[src/rtl/ff_fault_sequencer_if.sv]
// rtl/ff_fault_sequencer_if.sv - register bank connection between the fault sequencer and the bank under test
//
// Signals:
//   en : bank write enable (driven by the sequencer)
//   d  : bank data input   (driven by the sequencer)
//   q  : bank data output  (driven by the bank)
// Modports:
//   master : sequencer side
//   slave  : register bank side
interface ff_fault_sequencer_if #(
    parameter int N = 8
);
    logic         en;
    logic [N-1:0] d;
    logic [N-1:0] q;

    modport master (output en, output d, input q);
    modport slave  (input en, input d, output q);
endinterface

[src/rtl/ff_fault_sequencer.sv]
// rtl/ff_fault_sequencer.sv - one laser fault-injection trial on the d_flipflop register bank
//
// Loads a pattern into the bank, holds it while pulsing the laser trigger, then
// reads the bank back and reports which bits flipped.
//
// Ports:
//   clk, reset   : clock and synchronous active-high reset
//   start        : begin a trial (only honoured in IDLE)
//   clear_total  : zero fault_total (wins over a same-cycle increment)
//   pattern      : test pattern, captured when start is accepted
//   bank         : register bank connection (en, d out; q in)
//   trig_out     : laser trigger, high in the first HOLD cycle
//   busy         : trial in progress
//   done         : one-cycle pulse when results are valid
//   fault        : last trial had at least one flipped bit
//   flip_mask    : q XOR expected from the last trial
//   flip_count   : number of set bits in flip_mask
//   fault_total  : saturating count of faulted trials
//
// Optional build macro ALT_PATTERN_EN: every second trial after reset uses
// ~pattern, so both rising and falling upsets are exercised.
module ff_fault_sequencer #(
    parameter int N           = 8,
    parameter int HOLD_CYCLES = 1000,
    parameter int CNT_W       = 16
) (
    input  logic                     clk,
    input  logic                     reset,
    input  logic                     start,
    input  logic                     clear_total,
    input  logic [N-1:0]             pattern,
    ff_fault_sequencer_if.master     bank,
    output logic                     trig_out,
    output logic                     busy,
    output logic                     done,
    output logic                     fault,
    output logic [N-1:0]             flip_mask,
    output logic [$clog2(N+1)-1:0]   flip_count,
    output logic [CNT_W-1:0]         fault_total
);
    localparam int CW = $clog2(N + 1);
    localparam int HW = 20;

    typedef logic [HW-1:0] hold_t;
    localparam hold_t HOLD_LAST = hold_t'(HOLD_CYCLES - 1);

    typedef enum logic [2:0] {
        IDLE   = 3'd0,
        LOAD   = 3'd1,
        SETTLE = 3'd2,
        HOLD   = 3'd3,
        CHECK  = 3'd4,
        DONE   = 3'd5
    } state_t;

    state_t       state;
    state_t       state_next;
    logic [N-1:0] expected;
    hold_t        hold_cnt;
    logic [N-1:0] mask_now;
    logic         accept;

    function automatic logic [CW-1:0] popcount(input logic [N-1:0] v);
        logic [CW-1:0] c;
        c = '0;
        for (int i = 0; i < N; i++) begin
            c = c + CW'(v[i]);
        end
        return c;
    endfunction

    assign mask_now = bank.q ^ expected;
    assign accept   = (state == IDLE) && start;

    always_comb begin
        state_next = state;
        bank.en    = 1'b0;
        bank.d     = expected;
        trig_out   = 1'b0;
        busy       = (state != IDLE);
        done       = 1'b0;
        case (state)
            IDLE:   if (start) state_next = LOAD;
            LOAD: begin
                bank.en    = 1'b1;
                state_next = SETTLE;
            end
            SETTLE: state_next = HOLD;
            HOLD: begin
                trig_out = (hold_cnt == '0);
                if (hold_cnt == HOLD_LAST) state_next = CHECK;
            end
            CHECK:  state_next = DONE;
            DONE: begin
                done       = 1'b1;
                state_next = IDLE;
            end
            default: state_next = IDLE;
        endcase
    end

`ifdef ALT_PATTERN_EN
    // Toggles on every completed trial; selects the inverted pattern when set.
    logic phase;

    always_ff @(posedge clk) begin
        if (reset) begin
            phase <= 1'b0;
        end else if (state == DONE) begin
            phase <= ~phase;
        end
    end
`endif

    always_ff @(posedge clk) begin
        if (reset) begin
            state    <= IDLE;
            expected <= '0;
            hold_cnt <= '0;
        end else begin
            state <= state_next;
            if (accept) begin
`ifdef ALT_PATTERN_EN
                expected <= phase ? ~pattern : pattern;
`else
                expected <= pattern;
`endif
            end
            if (state == SETTLE) begin
                hold_cnt <= '0;
            end else if (state == HOLD) begin
                hold_cnt <= hold_cnt + hold_t'(1);
            end
        end
    end

    always_ff @(posedge clk) begin
        if (reset) begin
            flip_mask  <= '0;
            flip_count <= '0;
            fault      <= 1'b0;
        end else if (state == CHECK) begin
            flip_mask  <= mask_now;
            flip_count <= popcount(mask_now);
            fault      <= (mask_now != '0);
        end
    end

    always_ff @(posedge clk) begin
        if (reset || clear_total) begin
            fault_total <= '0;
        end else if ((state == CHECK) && (mask_now != '0) && !(&fault_total)) begin
            fault_total <= fault_total + CNT_W'(1);
        end
    end
endmodule

[src/flat_wrapper.sv]
// flat-port wrapper written by rule: the top's interface ports become plain ports
module ff_fault_sequencer_flat 
#(
    parameter int N           = 8,
    parameter int HOLD_CYCLES = 1000,
    parameter int CNT_W       = 16
)
  (clk, reset, start, clear_total, pattern, trig_out, busy, done, fault, flip_mask, flip_count, fault_total, bank_en, bank_d, bank_q);
  ff_fault_sequencer_if #(.N(N)) bank_i ();
  input  logic clk;
  input  logic reset;
  input  logic start;
  input  logic clear_total;
  input  logic [N-1:0] pattern;
  output logic trig_out;
  output logic busy;
  output logic done;
  output logic fault;
  output logic [N-1:0] flip_mask;
  output logic [$clog2(N+1)-1:0] flip_count;
  output logic [CNT_W-1:0] fault_total;
  output wire logic [$bits(bank_i.en)-1:0] bank_en;
  output wire logic [$bits(bank_i.d)-1:0] bank_d;
  input wire logic [$bits(bank_i.q)-1:0] bank_q;
  assign bank_en = bank_i.en;
  assign bank_d = bank_i.d;
  assign bank_i.q = bank_q;
  ff_fault_sequencer #(.N(N), .HOLD_CYCLES(HOLD_CYCLES), .CNT_W(CNT_W)) u_core (.clk(clk), .reset(reset), .start(start), .clear_total(clear_total), .pattern(pattern), .bank(bank_i), .trig_out(trig_out), .busy(busy), .done(done), .fault(fault), .flip_mask(flip_mask), .flip_count(flip_count), .fault_total(fault_total));
endmodule
[config.mk]
export PLATFORM = sky130hd
export DESIGN_NAME = ff_fault_sequencer_flat
export DESIGN_NICKNAME = d
export VERILOG_FILES = /design/src/rtl/ff_fault_sequencer_if.sv /design/src/rtl/ff_fault_sequencer.sv /design/src/flat_wrapper.sv
export SDC_FILE = /design/constraint.sdc
export NUM_CORES = 1
export LEC_CHECK = 0
export BUFFER_PORTS_ARGS = -buffer_cell sky130_fd_sc_hd__buf_2
export CAP_MARGIN = 20
export CORE_MARGIN = 2
export CORE_UTILIZATION = 44
export CTS_CLUSTER_SIZE = 10
export DETAILED_ROUTE_END_ITERATION = 7
export PLACE_DENSITY_LB_ADDON = 0.05
export SETUP_SLACK_MARGIN = 0.05
export SLEW_MARGIN = 40
export SYNTH_ARGS = -nofsm -noshare
export SYNTH_HDL_FRONTEND = slang
export SYNTH_SLANG_ARGS = --single-unit
[constraint.sdc]
create_clock -name clk -period 4.6 [get_ports clk]
set_input_delay 0.46 -clock clk [delete_from_list [all_inputs] [get_ports clk]]
set_output_delay 0.46 -clock clk [all_outputs]
set_load 0.005 [all_outputs]
==> metrics, run 1 <==
# hold bufs at CTS 0; Post-Synthesis Cell Area 3010 um^2; worst-margin pin slew roughly 760 ps; area occupied by registers 1200 um^2; RSZ-0062 raised after global routing false; drt wl/cell 13.8 um; layout overhead on the synthesized area 16.6%; core area between 6000 and 7000 um^2; status completed; Routed Antenna Nets 0; synthesized area per cell 8.51 um^2; Multi-input gate area roughly 1600 um^2; I/O pin cnt between 60 and 70; Worst-Skew Late Latency 330 ps; commonest cells after routing, fill and taps aside buf_2 (60), dfxtp_1 (60), nor2_1 (38); Crit Path Category flop to flop; Vias 2680; Top cell by count, worst path fa_1; VDD IR max 0.179 mV; fin util 52.1%; number of flops mapped to enable cells by yosys 0; Yosys cell types between 40 and 50; # diodes 0; largest net degree at the start of global routing 31; fraction of layout cells with a size suffix above 1 between 10% and 20%; worst-path fanout max 3; Detailed Place HPWL 4780 um; Num CTS Buffers 9; GPL Wtd Cong 0.863; PnR worst setup slack 1260 ps; Hold WS around 360 ps; DP Worst Slack 1060 ps; Cell Pwr Density 309 nW/um^2; final hold vios 0; CTS clk-pin slew, worst paths 60 ps; 1st-iter DRT viols 90; DIE AREA about 7500 um^2; WL final between 6000 and 7000 um; drt pass-1 iters 5; Worst EP required between 4000 and 5000 ps; final period utilization 72.6%; final setup violation count 0; Power Total 1.08 mW; Worst setup EP type flop; port bufs 60; clock skew ~7 ps; Synth Register Bits 60; Worst Hold Class input pin to flop; Chip Width about 87 um; Rel. slew slack approximately 50%; post-CTS setup buffer count 0; CP Data Arrival Time 3600 ps; Max Freq 300 MHz; CTS tree yes; Tmin final 3340 ps; crit-path cells xnor2_1, ha_1, inv_1, fa_1, inv_1, fa_1, inv_1, fa_1, fa_1, xnor2_1, nand2_1, a21oi_1; Final Max Tran Viols 0; H-Tree Level Count 3; NumNets Final 440; first-pass GRT wire length 11500 um; Total GRT Usage 19.4%; initial antenna violation count 0; initial core utilization 44.7%; crit path launch type flop; slowest cell delay on critical path 520 ps; Synth Warn # 0; CTS root buf clkbuf_8; Clock Sinks 60; Clock Path Buffers 2; leakage power 1.41 nW; Via density approximately 5.4; async set-reset flop share out of synthesis 0%; main flop type after synthesis dfxtp_1; cts repair resizes 0; Max Cap Violations 0; Worst path slowest cell fa_1; setup TNS 0 ps; drt drc 0; number of global-route vias before repair 2435; num rows 30; Die Height 86.6 um; Seq/Total Area, Yosys 40.0%; syn_nets 384; Fill cells slightly below 700; remaining global-route overflow 0; Post-Synthesis Cells 353
[per-layer routing]
metal | part of all wire, % | wire (um) | track usage (%)
met5 | 0 | 0 | 0
met3 | 3.1 | 210 | 3.90
met2 | 46 | 3140 | 29.4
met1 | 49 | 3310 | 26.0
met4 | 1.8 | 125 | 9.94
[Yosys cell counts, drive strengths merged, types with 2 or more instances]
master   n  area, um^2
nand2   35         131
o211ai   2        15.0
a211oi  10        75.1
nor2b    2        12.5
a21oi   26         130
o41ai    2        17.5
or3     11        68.8
fa       4        80.1
nand4   10        62.6
nand4b   2        17.5
a41o     2        20.0
and3     8        55.1
o21ai    6        30.0
and4     4        37.5
nor4b    2        17.5
or2      2        12.5
ha       7        87.6
nor3     8        40.0
xor2     7        61.3
xnor2   20         175
nor2    38         143
a31oi    3        18.8
nand3   15        75.1
or4      4        30.0
buf      7        53.8
o31ai    6        45.0
nor4     7        65.1
dfxtp   60        1200
mux2i    3        30.0
inv     20        75.1
nor3b    2        15.0
and2     2        12.5
clkbuf  10        37.5
[per-stage QoR]
stage,cell area (um^2),std cells
detailed placement,3330,477
global placement,3330,477
finish,3500,493
CTS,3500,492
floorplan,3010,353
global route,3500,493
[where the power goes]
group	switching, mW	internal, mW	leakage, nW	total, mW
logic	0.0763	0.0575	0.834	0.134
registers	0.00820	0.526	0.485	0.534
clock network	0.195	0.220	0.0893	0.416
total	0.280	0.804	1.41	1.08
[layout make-up]
type	instances	share of cell area, %
Timing Repair Buffer	62	9.00
Clock inverter	2	0.286
Clock buffer	13	4.54
Multi-Input combinational cell	256	46.9
Tap cell	80	2.86
Sequential cell	60	34.3
Inverter	20	2.14
[flip-flops by register name, indices dropped and copies added, names as in the netlist]
register,count
u_core.hold_cnt,20
u_core.fault_total,16
u_core.bank.d,8
u_core.flip_mask,8
u_core.flip_count,4
u_core.state,3
u_core.fault,1
[logic make-up (layout without fill, tap and decap cells)]
group                      after synthesis  count (layout)  share of synthesized area, %
adders and majority gates               11              11                          5.58
buffers and inverters                   37              97                          5.54
AOI/OAI and AO/OA                       60              60                          12.6
xor gates and xnor gates                27              27                          7.87
DFF                                     60              60                          40.0
and+or+nand+nor                        155             155                          27.5
muxes                                    3               3                         0.999
[final timing paths]
check                                             to              from  cells past startpoint  slack [ps]
worst max-delay path            u_core.flip_count[2]  u_core.bank.d[0]                     12        1260
worst min-delay path                u_core.bank.d[1]        pattern[1]                      3         360
worst max register to register  u_core.flip_count[2]  u_core.bank.d[0]                     12        1260
worst min register to register          u_core.fault      u_core.fault                      2         450
[worst max-delay path, delay by kind of cell, from the launching register on]
family | cells | cell delay [ps]
adder cells (fa/ha/maj) | 5 | 2090
AO/OA/AOI/OAI | 1 | 160
AND/OR/NAND/NOR | 1 | 70
XOR/XNOR | 2 | 460
buffers and inverters | 3 | 150
flip-flops | 1 | 330
(Power assumes the default switching activity.)
==> run 2: changes to the inputs <==
--- a/config.mk
+++ b/config.mk
@@ -5,6 +5,7 @@
 export SDC_FILE = /design/constraint.sdc
 export NUM_CORES = 1
 export LEC_CHECK = 0
+export ABC_AREA = 1
 export BUFFER_PORTS_ARGS = -buffer_cell sky130_fd_sc_hd__buf_2
 export CAP_MARGIN = 20
 export CORE_MARGIN = 2
==> constraint.sdc (replaced) <==
create_clock -name clk -period 3.4 [get_ports clk]
set_input_delay 0.34 -clock clk [delete_from_list [all_inputs] [get_ports clk]]
set_output_delay 0.34 -clock clk [all_outputs]
set_load 0.005 [all_outputs]
==> run 2 against run 1 <==
First-iteration DRC count increased by 3.3%. Combinational power increased to 3.8 times the previous value. Critical path depth stayed put. Critical endpoint unchanged. Largest cell class unchanged. Critical path type unchanged. Final cell count up 31%.
==> metrics, run 2 <==
Worst setup EP type flop; commonest cells after routing, fill and taps aside nand2_1 (107), inv_1 (68), buf_2 (60); num rows 31; final hold vios 0; fraction of layout cells with a size suffix above 1 18.2%; syn_nets 512; reg-to-reg slack, setup 240 ps; Crit Path Category flop to flop; Rel. slew slack 49.9%; async set-reset flop share out of synthesis 0%; first-pass GRT wire length around 13000 um; H-Tree Level Count 3; Yosys cell types 37; drt drc 0; mux contribution to synthesized area 0%; NumNets Final 572; DP Worst Slack -5.62 ps; hold wc startpoint pattern[0]; non-filler cells, final 644; Inst Count DP around 630; remaining global-route overflow 0; GPL Wtd Cong between 0.8 and 0.9; Fill cells 746; compound-cell area share of the yosys netlist between 10 and 15%; slowest cell delay on critical path 520 ps; commonest non-fill, non-tap cell in the layout nand2_1; Hold EP u_core.bank.d[0]; adder-cell area share of the yosys netlist 5.08%; Worst path slowest cell fa_1; layout overhead on the synthesized area 18.6%; total stage count of the critical path 12; Yosys top cell by area dfxtp_1; final setup violation count 0; WL final a little under 8000 um; drt pass-1 iters 4; initial antenna violation count 0; Synth Warn # 0; worst r2r path cells 12; worst-margin pin slew 750 ps; 1st-iter DRT viols slightly above 90; Tmin final 3160 ps; RSZ-0062 raised after global routing false; Clock Sinks 60; Simple-Gate Fraction of Synth Area 32.7%; Max Freq 317 MHz; Post-Synth XOR/XNOR Area 1.86%; post-CTS setup buffer count 0; Synth area leaders dfxtp_1 (36%), nand2_1 (12%), a21oi_1 (8.2%); Top Registers u_core.hold_cnt: 20 flops, u_core.fault_total: 16 flops; VDD IR max 0.288 mV; Die Height 90.6 um; Final Max Tran Viols 0; CP Buf/Inv Count 4; largest net degree at the start of global routing 30; Post-Synthesis Cell Area 3300 um^2; CP Data Arrival Time 3350 ps; Total GRT Usage 20.0%; # diodes 0; synthesized area per cell about 6.9 um^2; clock skew 10.2 ps; Worst EP required 3590 ps; Worst Hold Class input pin to flop; Routed Antenna Nets 0; design area 3920 um^2; crit-path cells xor2_2, inv_1, ha_1, inv_1, fa_1, inv_1, fa_1, inv_1, fa_2, fa_1, xor2_1, a21oi_1; leakage power 1.73 nW; dpl cell area 3670 um^2; Reg2Reg Launch Point u_core.bank.d[0]; most numerous cell in the Yosys netlist nand2_1; Synth Register Bits 60; number of global-route vias before repair ~2900; synth cell count leaders nand2_1 (107), inv_1 (68), dfxtp_1 (60); initial core utilization 45.5%; Via density 4.94; number of flops mapped to enable cells by yosys 0; Num CTS Buffers 9; Clock Path Buffers 2; CTS root buf clkbuf_8; Vias 3182; hold path depth 3; main flop type after synthesis dfxtp_1; share of the synthesized area in the top cell type approximately 36%; Post-Synthesis Cells 481; worst-path fanout max 3; status completed; CTS tree yes; core area 7250 um^2; Chip Width 90.6 um; PnR worst setup slack about 240 ps; Seq/Total Area, Yosys 36.4%; port bufs 60; Hold WS 266 ps; Detailed Place HPWL 5860 um; Max Cap Violations 0; I/O pin cnt 61; DIE AREA 8220 um^2; max reg flops 20; final period utilization a little over 90%; CTS clk-pin slew, worst paths 70 ps; crit path launch type flop; Worst-Skew Late Latency 340 ps; Top reg by flops u_core.hold_cnt; largest family of logic cells by synthesized area simple AND/OR/NAND/NOR gates; Top cell by count, worst path inv_1; Cell Pwr Density 537 nW/um^2; terminus of the critical flop-to-flop path u_core.flip_count[2]; Top delay family on crit path adder cells; drt wl/cell between 10 and 15 um; fin util 54.0%
run 2: cell families after synthesis:
| logic type | after synthesis |
|---|---|
| AO/OA/AOI/OAI | 90 |
| XOR/XNOR | 7 |
| adder cells (fa/ha/maj) | 11 |
| buffers and inverters | 83 |
| flip-flops | 60 |
| AND/OR/NAND/NOR | 230 |
run 2: final cells by class:
cell class	instances	area, um^2	area share, %
Sequential cell	60	1200	30.8
Timing Repair Buffer	62	315	8.05
Multi-Input combinational cell	338	1770	45.3
Clock inverter	5	100	2.56
Inverter	70	263	6.71
Clock buffer	10	138	3.51
Tap cell	99	124	3.16
run 2: worst max path at each step:
stage | start | to
finish | u_core.bank.d[0] | u_core.flip_count[2]
global route | u_core.bank.d[0] | u_core.flip_count[2]
CTS | u_core.bank.d[0] | u_core.flip_count[2]
detailed placement | bank_q[0] | u_core.flip_count[2]
global placement | bank_q[0] | u_core.flip_count[2]
floorplan | u_core.bank.d[0] | u_core.flip_count[2]
run 2: report_power, final:
group          internal (mW)  total, mW  switching [mW]
clock network          0.500      0.782           0.282
registers              0.768      0.816          0.0476
logic                  0.195      0.505           0.310
run 2: routing by layer:
metal | GRT usage, % | up-vias | share of wire (%)
li1 | - | 1685 | -
met1 | 25.5 | 1449 | 47
met2 | 33.3 | 42 | 49
met3 | 3.51 | 6 | 3.5
met4 | 8.46 | 0 | 0.79
met5 | 0 | - | 0
run 2: worst min-delay path: cells and delay by family:
kind,cells,cell delay (ps)
AND/OR/NAND/NOR,1,70
AO/OA/AOI/OAI,1,60
buffers and inverters,1,90
run 2: what timing repair did:
action | CTS | global route
resized for setup | 0 | 4
hold buffers | 0 | 0
endpoints found under the setup margin | 0 | 2
run 2: per-stage QoR:
stage	TNS, ps	power [mW]
3_5_place_dp	-5.62	1.34
4_1_cts	0	2.12
2_1_floorplan	0	1.19
5_1_grt	0	2.24
3_3_place_gp	0	1.32
6_report	0	2.10
==> run 3: changes to the inputs <==
--- a/config.mk
+++ b/config.mk
@@ -5,7 +5,6 @@
 export SDC_FILE = /design/constraint.sdc
 export NUM_CORES = 1
 export LEC_CHECK = 0
-export ABC_AREA = 1
 export BUFFER_PORTS_ARGS = -buffer_cell sky130_fd_sc_hd__buf_2
 export CAP_MARGIN = 20
 export CORE_MARGIN = 2
==> constraint.sdc (replaced) <==
create_clock -name clk -period 2.7 [get_ports clk]
set_input_delay 0.27 -clock clk [delete_from_list [all_inputs] [get_ports clk]]
set_output_delay 0.27 -clock clk [all_outputs]
set_load 0.005 [all_outputs]
==> run 3 against run 2 <==
The flow now finishes with violations (negative setup slack). Critical path type unchanged. Clock power is 11% lower. Final cell count is 22% lower. Global-route usage shrank 0.47 points. Largest cell class unchanged. Critical endpoint unchanged.
==> metrics, run 3 (same netlist as run 1, synthesis figures left out) <==
status finished with violations; failing checks negative setup slack; Rel. slew slack 50.9%; port bufs 60; NetSw between 0.4 and 0.5 mW; hold path depth 3; terminus of the critical flop-to-flop path u_core.flip_count[2]; drt pass-1 iters 4; sequential share of power 48.9%; H-Tree Level Count 3; final setup violation count 2; GPL Wtd Cong 0.796; worst-path fanout max 2; Max Freq 340 MHz; core area 6720 um^2; commonest cells after routing, fill and taps aside buf_2 (60), dfxtp_1 (58), nor2_1 (38); Num CTS Buffers 9; remaining global-route overflow 0; initial antenna violation count 0; area occupied by registers 1200 um^2; Worst-Skew Late Latency 330 ps; # hold bufs at CTS 0; I/O pin cnt 61; Clock Path Buffers 2; DIE AREA 7510 um^2; Top Registers u_core.hold_cnt: 20 flops, u_core.fault_total: 16 flops; Switching Fraction 25.3%; Final Max Tran Viols 0; Crit Path Category flop to flop; Pint 1.39 mW; worst-margin pin slew 737 ps; VDD IR max slightly above 0.4 mV; DP Worst Slack -366 ps; Clock Sinks 60; # diodes 0; Worst setup EP type flop; Worst Hold Class input pin to flop; CTS clk-pin slew, worst paths approximately 70 ps; final hold vios 0; Tmin final 2940 ps; drt wl/cell around 14 um; max reg flops 20; Vias between 2000 and 3000; CTS tree yes; Reg2Reg Launch Point u_core.bank.d[1]; Chip Width 86.6 um; CTS root buf clkbuf_8; largest net degree at the start of global routing 31; Total GRT Usage 19.5%; Hold EP u_core.bank.d[1]; final period utilization 109%; Comb power frac 13.5%; CP Data Arrival Time 3210 ps; number of global-route vias before repair ~2400; layout overhead on the synthesized area 19.9%; PnR worst setup slack -239 ps; first-pass GRT wire length around 12000 um; Top reg by flops u_core.hold_cnt; worst r2r path cells 12; leakage power 1.47 nW; clock skew 10.9 ps; initial core utilization 44.7%; Multi-input gate area 1670 um^2; Clk pwr share 37.6%; reg-to-reg slack, setup -240 ps; Routed Antenna Nets 0; NumNets Final 450; commonest non-fill, non-tap cell in the layout buf_2; crit path launch type flop; num rows 30; Cell Pwr Density 516 nW/um^2; Max Cap Violations 0; Detailed Place HPWL 4930 um; Die Height 86.6 um; Fill cells roughly 680; drt drc 0; Worst EP required 2970 ps; RSZ-0062 raised after global routing true; Via density between 5 and 6; WL final between 6000 and 7000 um; 1st-iter DRT viols 85; hold wc startpoint pattern[1]; fraction of layout cells with a size suffix above 1 23.4%; non-filler cells, final 503; Inst Count DP 487
-- run 3: cell types whose count changed in the layout (fill, tap and decap cells not counted), moves of 5 or more --
cell,delta
and3_1,+6
inv_1,-49
xnor2_1,+15
nand3_1,-22
nand4_1,-6
a21oi_1,-29
or3_1,+11
a211oi_1,+10
nand2_1,-72
o21ai_0,-28
buf_4,+10
o31ai_1,+5
-- run 3: worst max path at each step --
stage | startpoint | end
final | u_core.bank.d[1] | u_core.flip_count[2]
after global routing | u_core.bank.d[1] | u_core.flip_count[2]
after CTS | u_core.bank.d[1] | u_core.flip_count[2]
after detailed placement | bank_q[1] | u_core.flip_count[2]
after global placement | bank_q[1] | u_core.flip_count[2]
after floorplan | u_core.bank.d[1] | u_core.flip_count[2]
-- run 3: per-layer routing --
metal	vias to the layer above	wire (um)	GRT usage, %
li1	1379	-	-
met1	1244	3330	26.6
met2	46	3230	30.2
met3	2	260	6.19
met4	0	38	4.69
met5	-	0	0
-- run 3: cell type report --
cell class	instances	area share, %
Timing Repair Buffer	72	10.8
Clock inverter	2	0.278
Clock buffer	13	4.41
Tap cell	80	2.78
Sequential cell	60	33.4
Multi-Input combinational cell	256	46.2
Inverter	20	2.08
-- run 3: critical path, cell delays in order, from the launching register on --
cell and delay, ps:
dfxtp_2 330, xnor2_2 140, ha_1 300, inv_2 40, fa_1 470, inv_1 50, fa_1 470, inv_1 50
fa_2 350, fa_2 340, xnor2_1 130, nand2_1 80, a21oi_2 140
-- run 3: stage by stage --
step | hold slack (ps) | instance area, um^2 | TNS [ps] | total power, mW | utilization (%)
2_1_floorplan | 398 | 3030 | -351 | 1.10 | -
3_3_place_gp | 447 | 3420 | -630 | 1.18 | 51.0
3_5_place_dp | 452 | 3420 | -681 | 1.18 | 51.0
4_1_cts | 161 | 3600 | -512 | 1.90 | 53.6
5_1_grt | 179 | 3600 | -716 | 1.97 | 53.6
6_report | 175 | 3600 | -436 | 1.86 | 53.6
-- run 3: power groups by stage --
stage	combinational (mW)	clock (mW)	sequential [mW]
after floorplan	0.177	0	0.926
final	0.251	0.699	0.911
after CTS	0.258	0.732	0.911
after global routing	0.288	0.771	0.912
after global placement	0.248	0	0.930
after detailed placement	0.254	0	0.931
-- run 3: timing repair --
item / 4_1_cts / 5_1_grt
resized for setup: 0 / 1
setup buffers: 1 / 0
pin swaps: 6 / 3
setup endpoints to repair: 2 / 4
